<file path="src/rtl/midi_voice_allocator_if.sv">
// Framed MIDI event handshake between the framer (master) and the voice allocator (slave).
interface midi_voice_allocator_if;
  logic       midi_event_valid;
  logic [7:0] midi_command;
  logic [6:0] midi_parameter_1;
  logic [6:0] midi_parameter_2;
  logic       midi_event_ack;

  modport master (
    output midi_event_valid,
    output midi_command,
    output midi_parameter_1,
    output midi_parameter_2,
    input  midi_event_ack
  );

  modport slave (
    input  midi_event_valid,
    input  midi_command,
    input  midi_parameter_1,
    input  midi_parameter_2,
    output midi_event_ack
  );
endinterface

</file>
<file path="src/rtl/midi_voice_allocator.sv">
// Polyphonic voice scheduler: decodes note-on/off/all-notes-off events and drives
// per-voice gate, note and load strobe, stealing the least-recently-assigned voice when full.
module midi_voice_allocator #(
  parameter int unsigned NUM_VOICES = 4,
  parameter int unsigned STEAL_GAP  = 16
) (
  input  logic                    clk,
  input  logic                    rst,
  midi_voice_allocator_if.slave   ev,
  output logic [NUM_VOICES-1:0]   voice_gate,
  output logic [7*NUM_VOICES-1:0] voice_note,
  output logic [NUM_VOICES-1:0]   voice_load,
  output logic                    busy
);
  localparam int unsigned NOTE_W = 7;
  localparam int unsigned IDX_W  = (NUM_VOICES > 1) ? $clog2(NUM_VOICES) : 1;
  localparam int unsigned GAP_W  = (STEAL_GAP > 1) ? $clog2(STEAL_GAP) : 1;
  localparam logic [IDX_W-1:0] LAST_IDX = IDX_W'(NUM_VOICES - 1);
  localparam logic [GAP_W-1:0] LAST_GAP = GAP_W'(STEAL_GAP - 1);
  localparam logic [6:0]       ALL_NOTES_OFF = 7'd123;

  typedef enum logic [2:0] {IDLE, DECODE, SCAN, STEAL, ASSIGN, ACK, HOLDOFF} state_t;

  state_t             state;
  logic [3:0]         status_q;
  logic [NOTE_W-1:0]  p1_q;
  logic [6:0]         p2_q;
  logic               note_on_q;
  logic [NOTE_W-1:0]  note_q [NUM_VOICES];
  logic [IDX_W-1:0]   rank   [NUM_VOICES];
  logic [IDX_W-1:0]   scan_idx;
  logic               match_found, free_found;
  logic [IDX_W-1:0]   match_idx, free_idx, oldest_idx, target_q;
  logic [GAP_W-1:0]   gap_cnt;

  logic               cur_hit_c, match_any_c, free_any_c;
  logic [IDX_W-1:0]   match_sel_c, free_sel_c, oldest_sel_c, target_c;
  logic               channel_unused_c;

  // Channel nibble is a don't-care for voice scheduling.
  assign channel_unused_c = ^ev.midi_command[3:0];

  for (genvar v = 0; v < NUM_VOICES; v++) begin : g_note
    assign voice_note[NOTE_W*v +: NOTE_W] = note_q[v];
  end

  // Fold the voice under the scan pointer into the running match/free/oldest results.
  always_comb begin
    cur_hit_c    = voice_gate[scan_idx] && (note_q[scan_idx] == p1_q);
    match_any_c  = match_found || cur_hit_c;
    match_sel_c  = match_found ? match_idx : scan_idx;
    free_any_c   = free_found || !voice_gate[scan_idx];
    free_sel_c   = free_found ? free_idx : scan_idx;
    oldest_sel_c = (rank[scan_idx] == '0) ? scan_idx : oldest_idx;
    target_c     = match_any_c ? match_sel_c : (free_any_c ? free_sel_c : oldest_sel_c);
  end

  always_ff @(posedge clk) begin
    if (rst) begin
      state             <= IDLE;
      ev.midi_event_ack <= 1'b0;
      voice_gate        <= '0;
      voice_load        <= '0;
      busy              <= 1'b0;
      status_q          <= '0;
      p1_q              <= '0;
      p2_q              <= '0;
      note_on_q         <= 1'b0;
      scan_idx          <= '0;
      match_found       <= 1'b0;
      free_found        <= 1'b0;
      match_idx         <= '0;
      free_idx          <= '0;
      oldest_idx        <= '0;
      target_q          <= '0;
      gap_cnt           <= '0;
      for (int i = 0; i < int'(NUM_VOICES); i++) begin
        note_q[i] <= '0;
        rank[i]   <= IDX_W'(i);
      end
    end else begin
      ev.midi_event_ack <= 1'b0;
      voice_load        <= '0;
      case (state)
        IDLE: begin
          if (ev.midi_event_valid) begin
            status_q <= ev.midi_command[7:4];
            p1_q     <= ev.midi_parameter_1;
            p2_q     <= ev.midi_parameter_2;
            busy     <= 1'b1;
            state    <= DECODE;
          end
        end
        DECODE: begin
          scan_idx    <= '0;
          match_found <= 1'b0;
          free_found  <= 1'b0;
          match_idx   <= '0;
          free_idx    <= '0;
          oldest_idx  <= '0;
          case (status_q)
            4'h9: begin
              note_on_q <= (p2_q != '0);
              state     <= SCAN;
            end
            4'h8: begin
              note_on_q <= 1'b0;
              state     <= SCAN;
            end
            4'hB: begin
              if (p1_q == ALL_NOTES_OFF) voice_gate <= '0;
              state <= ACK;
            end
            default: state <= ACK;
          endcase
        end
        SCAN: begin
          match_found <= match_any_c;
          match_idx   <= match_sel_c;
          free_found  <= free_any_c;
          free_idx    <= free_sel_c;
          oldest_idx  <= oldest_sel_c;
          scan_idx    <= scan_idx + IDX_W'(1);
          if (scan_idx == LAST_IDX) begin
            target_q <= target_c;
            if (!note_on_q) begin
              if (match_any_c) voice_gate[match_sel_c] <= 1'b0;
              state <= ACK;
            end else if (match_any_c || free_any_c) begin
              note_q[target_c]     <= p1_q;
              voice_gate[target_c] <= 1'b1;
              voice_load[target_c] <= 1'b1;
              state                <= ASSIGN;
            end else begin
              // Drop the stolen voice's gate so its envelope retriggers on reassignment.
              voice_gate[target_c] <= 1'b0;
              gap_cnt              <= '0;
              state                <= STEAL;
            end
          end
        end
        STEAL: begin
          if (gap_cnt == LAST_GAP) begin
            note_q[target_q]     <= p1_q;
            voice_gate[target_q] <= 1'b1;
            voice_load[target_q] <= 1'b1;
            state                <= ASSIGN;
          end else begin
            gap_cnt <= gap_cnt + GAP_W'(1);
          end
        end
        ASSIGN: begin
          // Target becomes newest; voices younger than it shift down one place.
          for (int i = 0; i < int'(NUM_VOICES); i++) begin
            if (IDX_W'(i) == target_q) rank[i] <= LAST_IDX;
            else if (rank[i] > rank[target_q]) rank[i] <= rank[i] - IDX_W'(1);
          end
          state <= ACK;
        end
        ACK: begin
          ev.midi_event_ack <= 1'b1;
          state             <= HOLDOFF;
        end
        HOLDOFF: begin
          busy  <= 1'b0;
          state <= IDLE;
        end
        default: state <= IDLE;
      endcase
    end
  end
endmodule
</file>
<file path="src/flat_wrapper.sv">
// flat-port wrapper written by rule: the top's interface ports become plain ports
module midi_voice_allocator_flat 
#(
  parameter int unsigned NUM_VOICES = 4,
  parameter int unsigned STEAL_GAP  = 16
)
  (clk, rst, voice_gate, voice_note, voice_load, busy, ev_midi_event_valid, ev_midi_command, ev_midi_parameter_1, ev_midi_parameter_2, ev_midi_event_ack);
  midi_voice_allocator_if ev_i ();
  input  logic clk;
  input  logic rst;
  output logic [NUM_VOICES-1:0] voice_gate;
  output logic [7*NUM_VOICES-1:0] voice_note;
  output logic [NUM_VOICES-1:0] voice_load;
  output logic busy;
  input wire logic [$bits(ev_i.midi_event_valid)-1:0] ev_midi_event_valid;
  input wire logic [$bits(ev_i.midi_command)-1:0] ev_midi_command;
  input wire logic [$bits(ev_i.midi_parameter_1)-1:0] ev_midi_parameter_1;
  input wire logic [$bits(ev_i.midi_parameter_2)-1:0] ev_midi_parameter_2;
  output wire logic [$bits(ev_i.midi_event_ack)-1:0] ev_midi_event_ack;
  assign ev_i.midi_event_valid = ev_midi_event_valid;
  assign ev_i.midi_command = ev_midi_command;
  assign ev_i.midi_parameter_1 = ev_midi_parameter_1;
  assign ev_i.midi_parameter_2 = ev_midi_parameter_2;
  assign ev_midi_event_ack = ev_i.midi_event_ack;
  midi_voice_allocator #(.NUM_VOICES(NUM_VOICES), .STEAL_GAP(STEAL_GAP)) u_core (.clk(clk), .rst(rst), .ev(ev_i), .voice_gate(voice_gate), .voice_note(voice_note), .voice_load(voice_load), .busy(busy));
endmodule
</file>
<file path="config.mk">
export PLATFORM = sky130hd
export DESIGN_NAME = midi_voice_allocator_flat
export DESIGN_NICKNAME = d
export VERILOG_FILES = /design/src/rtl/midi_voice_allocator_if.sv /design/src/rtl/midi_voice_allocator.sv /design/src/flat_wrapper.sv
export SDC_FILE = /design/constraint.sdc
export NUM_CORES = 1
export LEC_CHECK = 0
export CAP_MARGIN = 0
export CORE_UTILIZATION = 50
export DETAILED_ROUTE_END_ITERATION = 12
export PLACE_DENSITY = 0.77
export SLEW_MARGIN = 20
export SYNTH_ARGS = -nofsm -noshare
export SYNTH_HDL_FRONTEND = slang
export SYNTH_SLANG_ARGS = --single-unit
</file>
<file path="constraint.sdc">
create_clock -name clk -period 7.1 [get_ports clk]
set_input_delay 0.71 -clock clk [delete_from_list [all_inputs] [get_ports clk]]
set_output_delay 0.71 -clock clk [all_outputs]
set_load 0.02 [all_outputs]
</file>
==> results.py, run 1 <==
metrics = {
    "global_routing": {
        "grt_pass1_vias": 3667,
        "grt_max_degree": 56,
        "grt_use_total_pct": 23.23,
        "grt_pass1_wl_um": 17620,
        "antenna_found_initial": 0,
        "grt_overflow_total": 0,
    },
    "die": {
        "dieWidth_um": 97.22,
        "core_mm2": 0.008763,
        "die_y_um": 97.22,
        "pin_count": 63,
        "num_rows": 34,
        "start_util_pct": 51.73,
        "die-area_mm2": 0.009451,
    },
    "power": {
        "power.internal_uw": 840.1,
        "power_density_mw_per_mm2": 242.9,
        "switchingPower_uw": 453.3,
        "vdd_drop_max_v": 0.0001407,
        "power_frac_comb_pct": 26.8,
        "p_leak_nw": 1.867,
        "power.share.switching_pct": 35.05,
        "pwr-share-seq_pct": 48.3,
        "power_frac_clock_pct": 24.9,
    },
    "routing": {
        "finalWirelength_um": 10560,
        "routed_via_density": 5.871,
        "drc_errors": 0,
        "ant_nets": 0,
        "drt-initial-drc-count": 363,
        "vias": 3834,
        "wire_per_inst_um": 16.18,
        "dr.pass1.iters": 6,
    },
    "timing": {
        "rsz0062_at_grt": "no",
        "skew_ns": 0.01438,
        "layout_setup_ws_ns": 3.095,
        "fin_tns_setup_ns": 0,
        "setup_viol": 0,
        "max_freq_mhz": 249.7,
        "drv_slew": 0,
        "tightest_slew_ns": 0.9773,
        "period_needed_ns": 4.005,
        "relSlewSlack_pct": 34.80,
        "post-route-period-util_pct": 56.41,
        "hold_violations": 0,
    },
    "worst_setup_path": {
        "rr_worst_depth": 8,
        "path_max_fanout": 25,
        "cpMostUsedCell": "nand2b_1",
        "required_ns": 7.12,
        "worstPathArrival_ns": 4.03,
        "end_kind": "flop",
        "setup.worst_path.class": "flop to flop",
        "cpPeakStageDelay_ns": 0.79,
        "cp-start-kind": "flop",
        "path_cells": "mux4_2 > xnor2_1 > nand4_1 > o21bai_2 > nor4_1 > a211oi_1 > nand2b_1 > nand2b_1",
        "slowest_stage": "o21bai_2",
    },
    "clocking": {
        "postCtsSetupBuffers": 0,
        "cts_made_buffers": 9,
        "htree_levels": 3,
        "cts_root_buf": "clkbuf_8",
        "cts_max_path_buffers": 2,
        "cts_resized": 0,
        "cts.sink_count": 88,
        "clk_pin_slew_ns": 0.09,
        "postCtsHoldBufs": 0,
        "tritoncts": "done",
        "clk_latency_ns": 0.36,
    },
    "cells_and_area": {
        "final_core_util_pct": 60.77,
        "drive_above_1_share_pct": 7.523,
        "area_growth_pct": 17.47,
        "fill_cells": 767,
        "stdcell_count": 653,
        "nNetsFinal": 575,
        "multi_input_area_mm2": 0.002216,
        "final_area_mm2": 0.005325,
        "antennaDiodeCount": 0,
        "seqCellArea_mm2": 0.002122,
    },
    "place": {
        "place_ws_ns": 3.126,
        "dpl-instance-area_mm2": 0.005142,
        "portBuffers": 58,
        "dp_hpwl_um": 7654,
        "dpl.cell_count": 637,
        "gp_congestion": 0.9304,
    },
    "yosys": {
        "synth_top_area_share_pct": 23.85,
        "synth_area_leader_cell": "edfxtp_1",
        "yosysWarnings": 0,
        "synth_seq_cells": 88,
        "synthCells": 495,
        "ys_types": 61,
        "synthArstFlopShare_pct": 0,
        "avgSynthCellArea_um2": 9.158,
        "ys.flop_type": "dfxtp_1",
        "yosysSeqAreaShare_pct": 46.81,
        "syn-num-nets": 530,
        "synth_edf_count": 36,
        "syn_area_mm2": 0.004533,
        "synthTopCellsByArea": "edfxtp_1, dfxtp_1, nor2_1",
    },
    "flow_run": {
        "max_cap_violations": 0,
    },
    "run_status": {
        "outcome": "complete, no violations",
    },
    "min_path": {
        "holdPathStages": 2,
        "hold_class": "flop to flop",
    },
}
## flip-flops by register name, summed over array words and instances, names as in the netlist, 3 cells and up, named ones only
name               count
u_core.gap_cnt         4
u_core.note_q         28
u_core.p1_q            7
u_core.p2_q            7
u_core.rank            8
u_core.state           3
u_core.status_q        4
u_core.voice_gate      4
u_core.voice_load      4
## cell type report
class	instances	area share [%]
Multi-Input combinational cell	360	41.61
Sequential cell	88	39.85
Timing Repair Buffer	60	11.09
Tap cell	108	2.538
Clock buffer	10	2.397
Inverter	21	1.480
Clock inverter	6	1.034
## layout by cell type, fill, tap and decap left out, types with 4 or more instances in the layout
cell type / instances
nor2b_1: 5
a22oi_1: 8
mux2_2: 4
a211oi_1: 8
clkbuf_8: 9
nand4_1: 4
inv_1: 20
a31oi_1: 4
nand2b_1: 11
nand2_1: 69
clkdlybuf4s50_1: 57
a21oi_1: 41
edfxtp_1: 36
dfxtp_1: 52
nor4_1: 4
o21bai_1: 4
mux4_2: 10
nor2_1: 77
o21ai_0: 21
nor3_1: 9
or4_1: 4
ha_1: 10
or3_1: 5
xnor2_1: 8
nand3_1: 9
## cell usage after synthesis, types with 5 or more instances
cell type  count
o21ai_0       21
xnor2_1        8
nor2b_1        5
nand2_1       69
clkbuf_1      19
nor2_1        77
nand2b_1      11
nand3_1        9
or3_1          5
nor3_1         9
a21oi_1       41
mux4_2        10
dfxtp_1       52
a22oi_1        8
edfxtp_1      36
a211oi_1       8
inv_1         20
ha_1          10
## cell families (layout without fill, tap and decap cells)
| family | count (synthesis) | after routing | share of synthesized area, % |
|---|---|---|---|
| simple gates | 211 | 211 | 21.25 |
| compound gates | 110 | 110 | 15.54 |
| flops | 88 | 88 | 46.81 |
| buf+inv | 47 | 97 | 4.305 |
| mux | 18 | 18 | 7.204 |
| xor+xnor | 11 | 11 | 2.125 |
| fa+ha+maj | 10 | 10 | 2.760 |
## worst max-delay path: cells and delay by family, from the launching register on
kind,cells,cell delay [ns]
compound gates,2,1.15
simple gates,4,1.07
flops,1,0.66
mux,1,0.60
xor+xnor,1,0.16
## worst paths after layout
check,startpoint,slack (ns),endpoint
worst max-delay path,flop,3.09,u_core.note_q[1][3]
worst min-delay path,u_core.p2_q[4],0.46,u_core.p2_q[4]
worst max register to register,flop,3.09,u_core.note_q[1][3]
worst min register to register,u_core.p2_q[4],0.46,u_core.p2_q[4]
## power by group through the flow
stage / Clock [mW] / Combinational [mW] / Sequential, mW
5_1_grt: 0.346 / 0.386 / 0.633
4_1_cts: 0.328 / 0.344 / 0.623
3_3_place_gp: 0 / 0.333 / 0.634
2_1_floorplan: 0 / 0.261 / 0.618
3_5_place_dp: 0 / 0.343 / 0.635
6_report: 0.322 / 0.347 / 0.624
## metal layers
| layer | share of wire (%) | wire length (um) | GRT usage [%] | vias up |
|---|---|---|---|---|
| li1 | - | - | - | 1850 |
| met1 | 43 | 4495 | 29.51 | 1835 |
| met2 | 49 | 5210 | 38.73 | 123 |
| met3 | 5.8 | 616 | 3.957 | 26 |
| met4 | 2.3 | 241 | 10.75 | 0 |
| met5 | 0 | 0 | 0 | - |
## per-stage QoR
stage	power, mW	hold slack (ns)
2_1_floorplan	0.8791	0.4308
3_3_place_gp	0.9666	0.4375
3_5_place_dp	0.9782	0.4479
4_1_cts	1.295	0.4610
5_1_grt	1.364	0.4732
6_report	1.293	0.4600
Power figures use the tool's default switching activity.
==> run 2, diff against run 1 <==
--- a/config.mk
+++ b/config.mk
@@ -8,7 +8,7 @@
 export CAP_MARGIN = 0
 export CORE_UTILIZATION = 50
 export DETAILED_ROUTE_END_ITERATION = 12
-export PLACE_DENSITY = 0.77
+export PLACE_DENSITY = 0.8
 export SLEW_MARGIN = 20
 export SYNTH_ARGS = -nofsm -noshare
 export SYNTH_HDL_FRONTEND = slang
==> constraint.sdc (replaced) <==
create_clock -name clk -period 3.2 [get_ports clk]
set_input_delay 0.32 -clock clk [delete_from_list [all_inputs] [get_ports clk]]
set_output_delay 0.32 -clock clk [all_outputs]
set_load 0.02 [all_outputs]
==> results.py, run 2 (synthesized netlist as in run 1, its figures left out) <==
metrics = {
    "timing": {
        "max_freq_mhz": 335.3,
        "relSlewSlack_pct": 59.53,
        "rsz0062_at_grt": "no",
        "fin_tns_setup_ns": 0,
        "tightest_slew_ns": 0.6053,
        "period_needed_ns": 2.982,
        "post-route-period-util_pct": 93.19,
        "hold_violations": 0,
        "drv_slew": 0,
        "skew_ns": 0.01295,
        "setup_viol": 0,
    },
    "cells_and_area": {
        "nNetsFinal": 589,
        "regMostFlops": "u_core.note_q",
        "drive_above_1_share_pct": 10.38,
        "fill_cells": 739,
        "final_core_util_pct": 62.32,
        "area_growth_pct": 20.48,
        "largest_reg_flops": 28,
        "final_common_cell": "nor2_1",
        "layout_common_cells": "nor2_1, nand2_1, clkdlybuf4s50_1",
        "antennaDiodeCount": 0,
        "reg.largest.list": "u_core.note_q: 28 flops, u_core.rank: 8 flops",
    },
    "power": {
        "pwr-share-seq_pct": 46.4,
        "power.internal_mw": 1.908,
        "power.share.switching_pct": 35.28,
        "switchingPower_mw": 1.040,
        "vdd_drop_max_v": 0.0003233,
        "p_leak_nw": 1.951,
        "power_frac_comb_pct": 28.1,
        "power_frac_clock_pct": 25.5,
        "power_density_mw_per_mm2": 539.7,
        "p_total_mw": 2.947,
    },
    "worst_setup_path": {
        "worst-path-buf-inv": 2,
        "end_kind": "flop",
        "crit_cells": 10,
        "required_ns": 3.49,
        "r2r-end": "u_core.voice_gate[1]",
        "slowest_stage": "mux4_2",
        "critPathTopFamily": "compound AO/OA/AOI/OAI gates",
        "cpPeakStageDelay_ns": 0.54,
        "cp-start-kind": "flop",
        "r2r_slack_ns": 0.22,
        "worstPathArrival_ns": 3.27,
        "path_cells": "buf_12 > mux4_2 > xnor2_1 > nand4_1 > o21bai_2 > buf_4 > a31oi_1 > o21a_1 > or4_4 > a22oi_2",
        "rr_worst_depth": 10,
        "setup.worst_path.class": "flop to flop",
        "path_max_fanout": 14,
    },
    "clocking": {
        "postCtsHoldBufs": 0,
        "cts_resized": 0,
        "tritoncts": "done",
        "clk_latency_ns": 0.36,
        "cts_max_path_buffers": 2,
        "cts_root_buf": "clkbuf_8",
        "cts_made_buffers": 9,
        "clk_pin_slew_ns": 0.09,
        "postCtsSetupBuffers": 0,
        "htree_levels": 3,
        "cts.sink_count": 88,
    },
    "routing": {
        "dr.pass1.iters": 5,
        "routed_via_density": 5.870,
        "drc_errors": 0,
        "vias": 3915,
        "finalWirelength_um": 10810,
        "ant_nets": 0,
        "wire_per_inst_um": 16.21,
        "drt-initial-drc-count": 308,
    },
    "min_path": {
        "hold_class": "input pin to flop",
        "min_from": "rst",
        "holdPathStages": 2,
        "whs_endpoint": "u_core.gap_cnt[2]",
    },
    "global_routing": {
        "grt_max_degree": 46,
        "grt_pass1_wl_um": 18440,
        "antenna_found_initial": 0,
        "grt_overflow_total": 0,
        "grt_pass1_vias": 3825,
        "grt_use_total_pct": 23.97,
    },
    "flow_run": {
        "max_cap_violations": 0,
    },
    "run_status": {
        "outcome": "complete, no violations",
    },
    "place": {
        "gp_congestion": 0.9260,
        "dp_hpwl_um": 8093,
        "portBuffers": 58,
    },
    "die": {
        "die-area_mm2": 0.009451,
        "dieWidth_um": 97.22,
        "die_y_um": 97.22,
        "core_mm2": 0.008763,
        "pin_count": 63,
        "start_util_pct": 51.73,
        "num_rows": 34,
    },
}
-- run 2: worst register-to-register path, delay by kind of cell (launching register included) --
family	cells	cell delay, ns
flip-flops	1	0.41
buffers and inverters	2	0.41
XOR/XNOR	1	0.18
AO/OA/AOI/OAI	4	0.72
AND/OR/NAND/NOR	2	0.67
multiplexers	1	0.54
-- run 2: worst max-delay path by stage --
stage / from / end / slack, ns
after global placement: u_core.rank[3][0] / u_core.note_q[1][2] / 0.29
after CTS: flop / u_core.note_q[0][1] / 0.1
final: flop / u_core.voice_gate[1] / 0.22
after floorplan: flop / u_core.note_q[0][0] / 0.36
after detailed placement: flop / u_core.note_q[0][2] / 0.17
after global routing: flop / u_core.note_q[3][0] / 0.02
-- run 2: routing by layer --
layer  global-route usage [%]  wire (um)  up-vias
met2                    40.30       5479      161
met5                        0          0        -
met3                    3.237        673       22
met1                    31.43       4410     1848
li1                         -          -     1884
met4                    9.389        246        0
-- run 2: final cells by class --
type                            count  area (um^2)  area share [%]
Tap cell                          108        135.1           2.474
Clock inverter                      7        72.57           1.329
Sequential cell                    88         2122           38.85
Timing Repair Buffer               74        708.2           12.97
Clock buffer                        9        123.9           2.268
Multi-Input combinational cell    360         2221           40.66
Inverter                           21        78.83           1.443
-- run 2: power by group through the flow --
stage	clock network, mW	registers [mW]	logic [mW]
after global placement	0	1.39	0.788
after floorplan	0	1.37	0.579
final	0.751	1.37	0.828
after global routing	0.807	1.38	0.917
after detailed placement	0	1.39	0.815
after CTS	0.763	1.37	0.821
-- run 2: stage by stage --
stage / hold WS (ns) / std cells / cell area, um^2 / setup WS (ns)
after floorplan: 0.4308 / 495 / 4533 / 0.3625
after global placement: 0.4378 / 651 / 5260 / 0.2904
after detailed placement: 0.4425 / 651 / 5260 / 0.1697
after CTS: 0.2773 / 667 / 5456 / 0.09781
after global routing: 0.2875 / 667 / 5461 / 0.01782
final: 0.2854 / 667 / 5461 / 0.2178
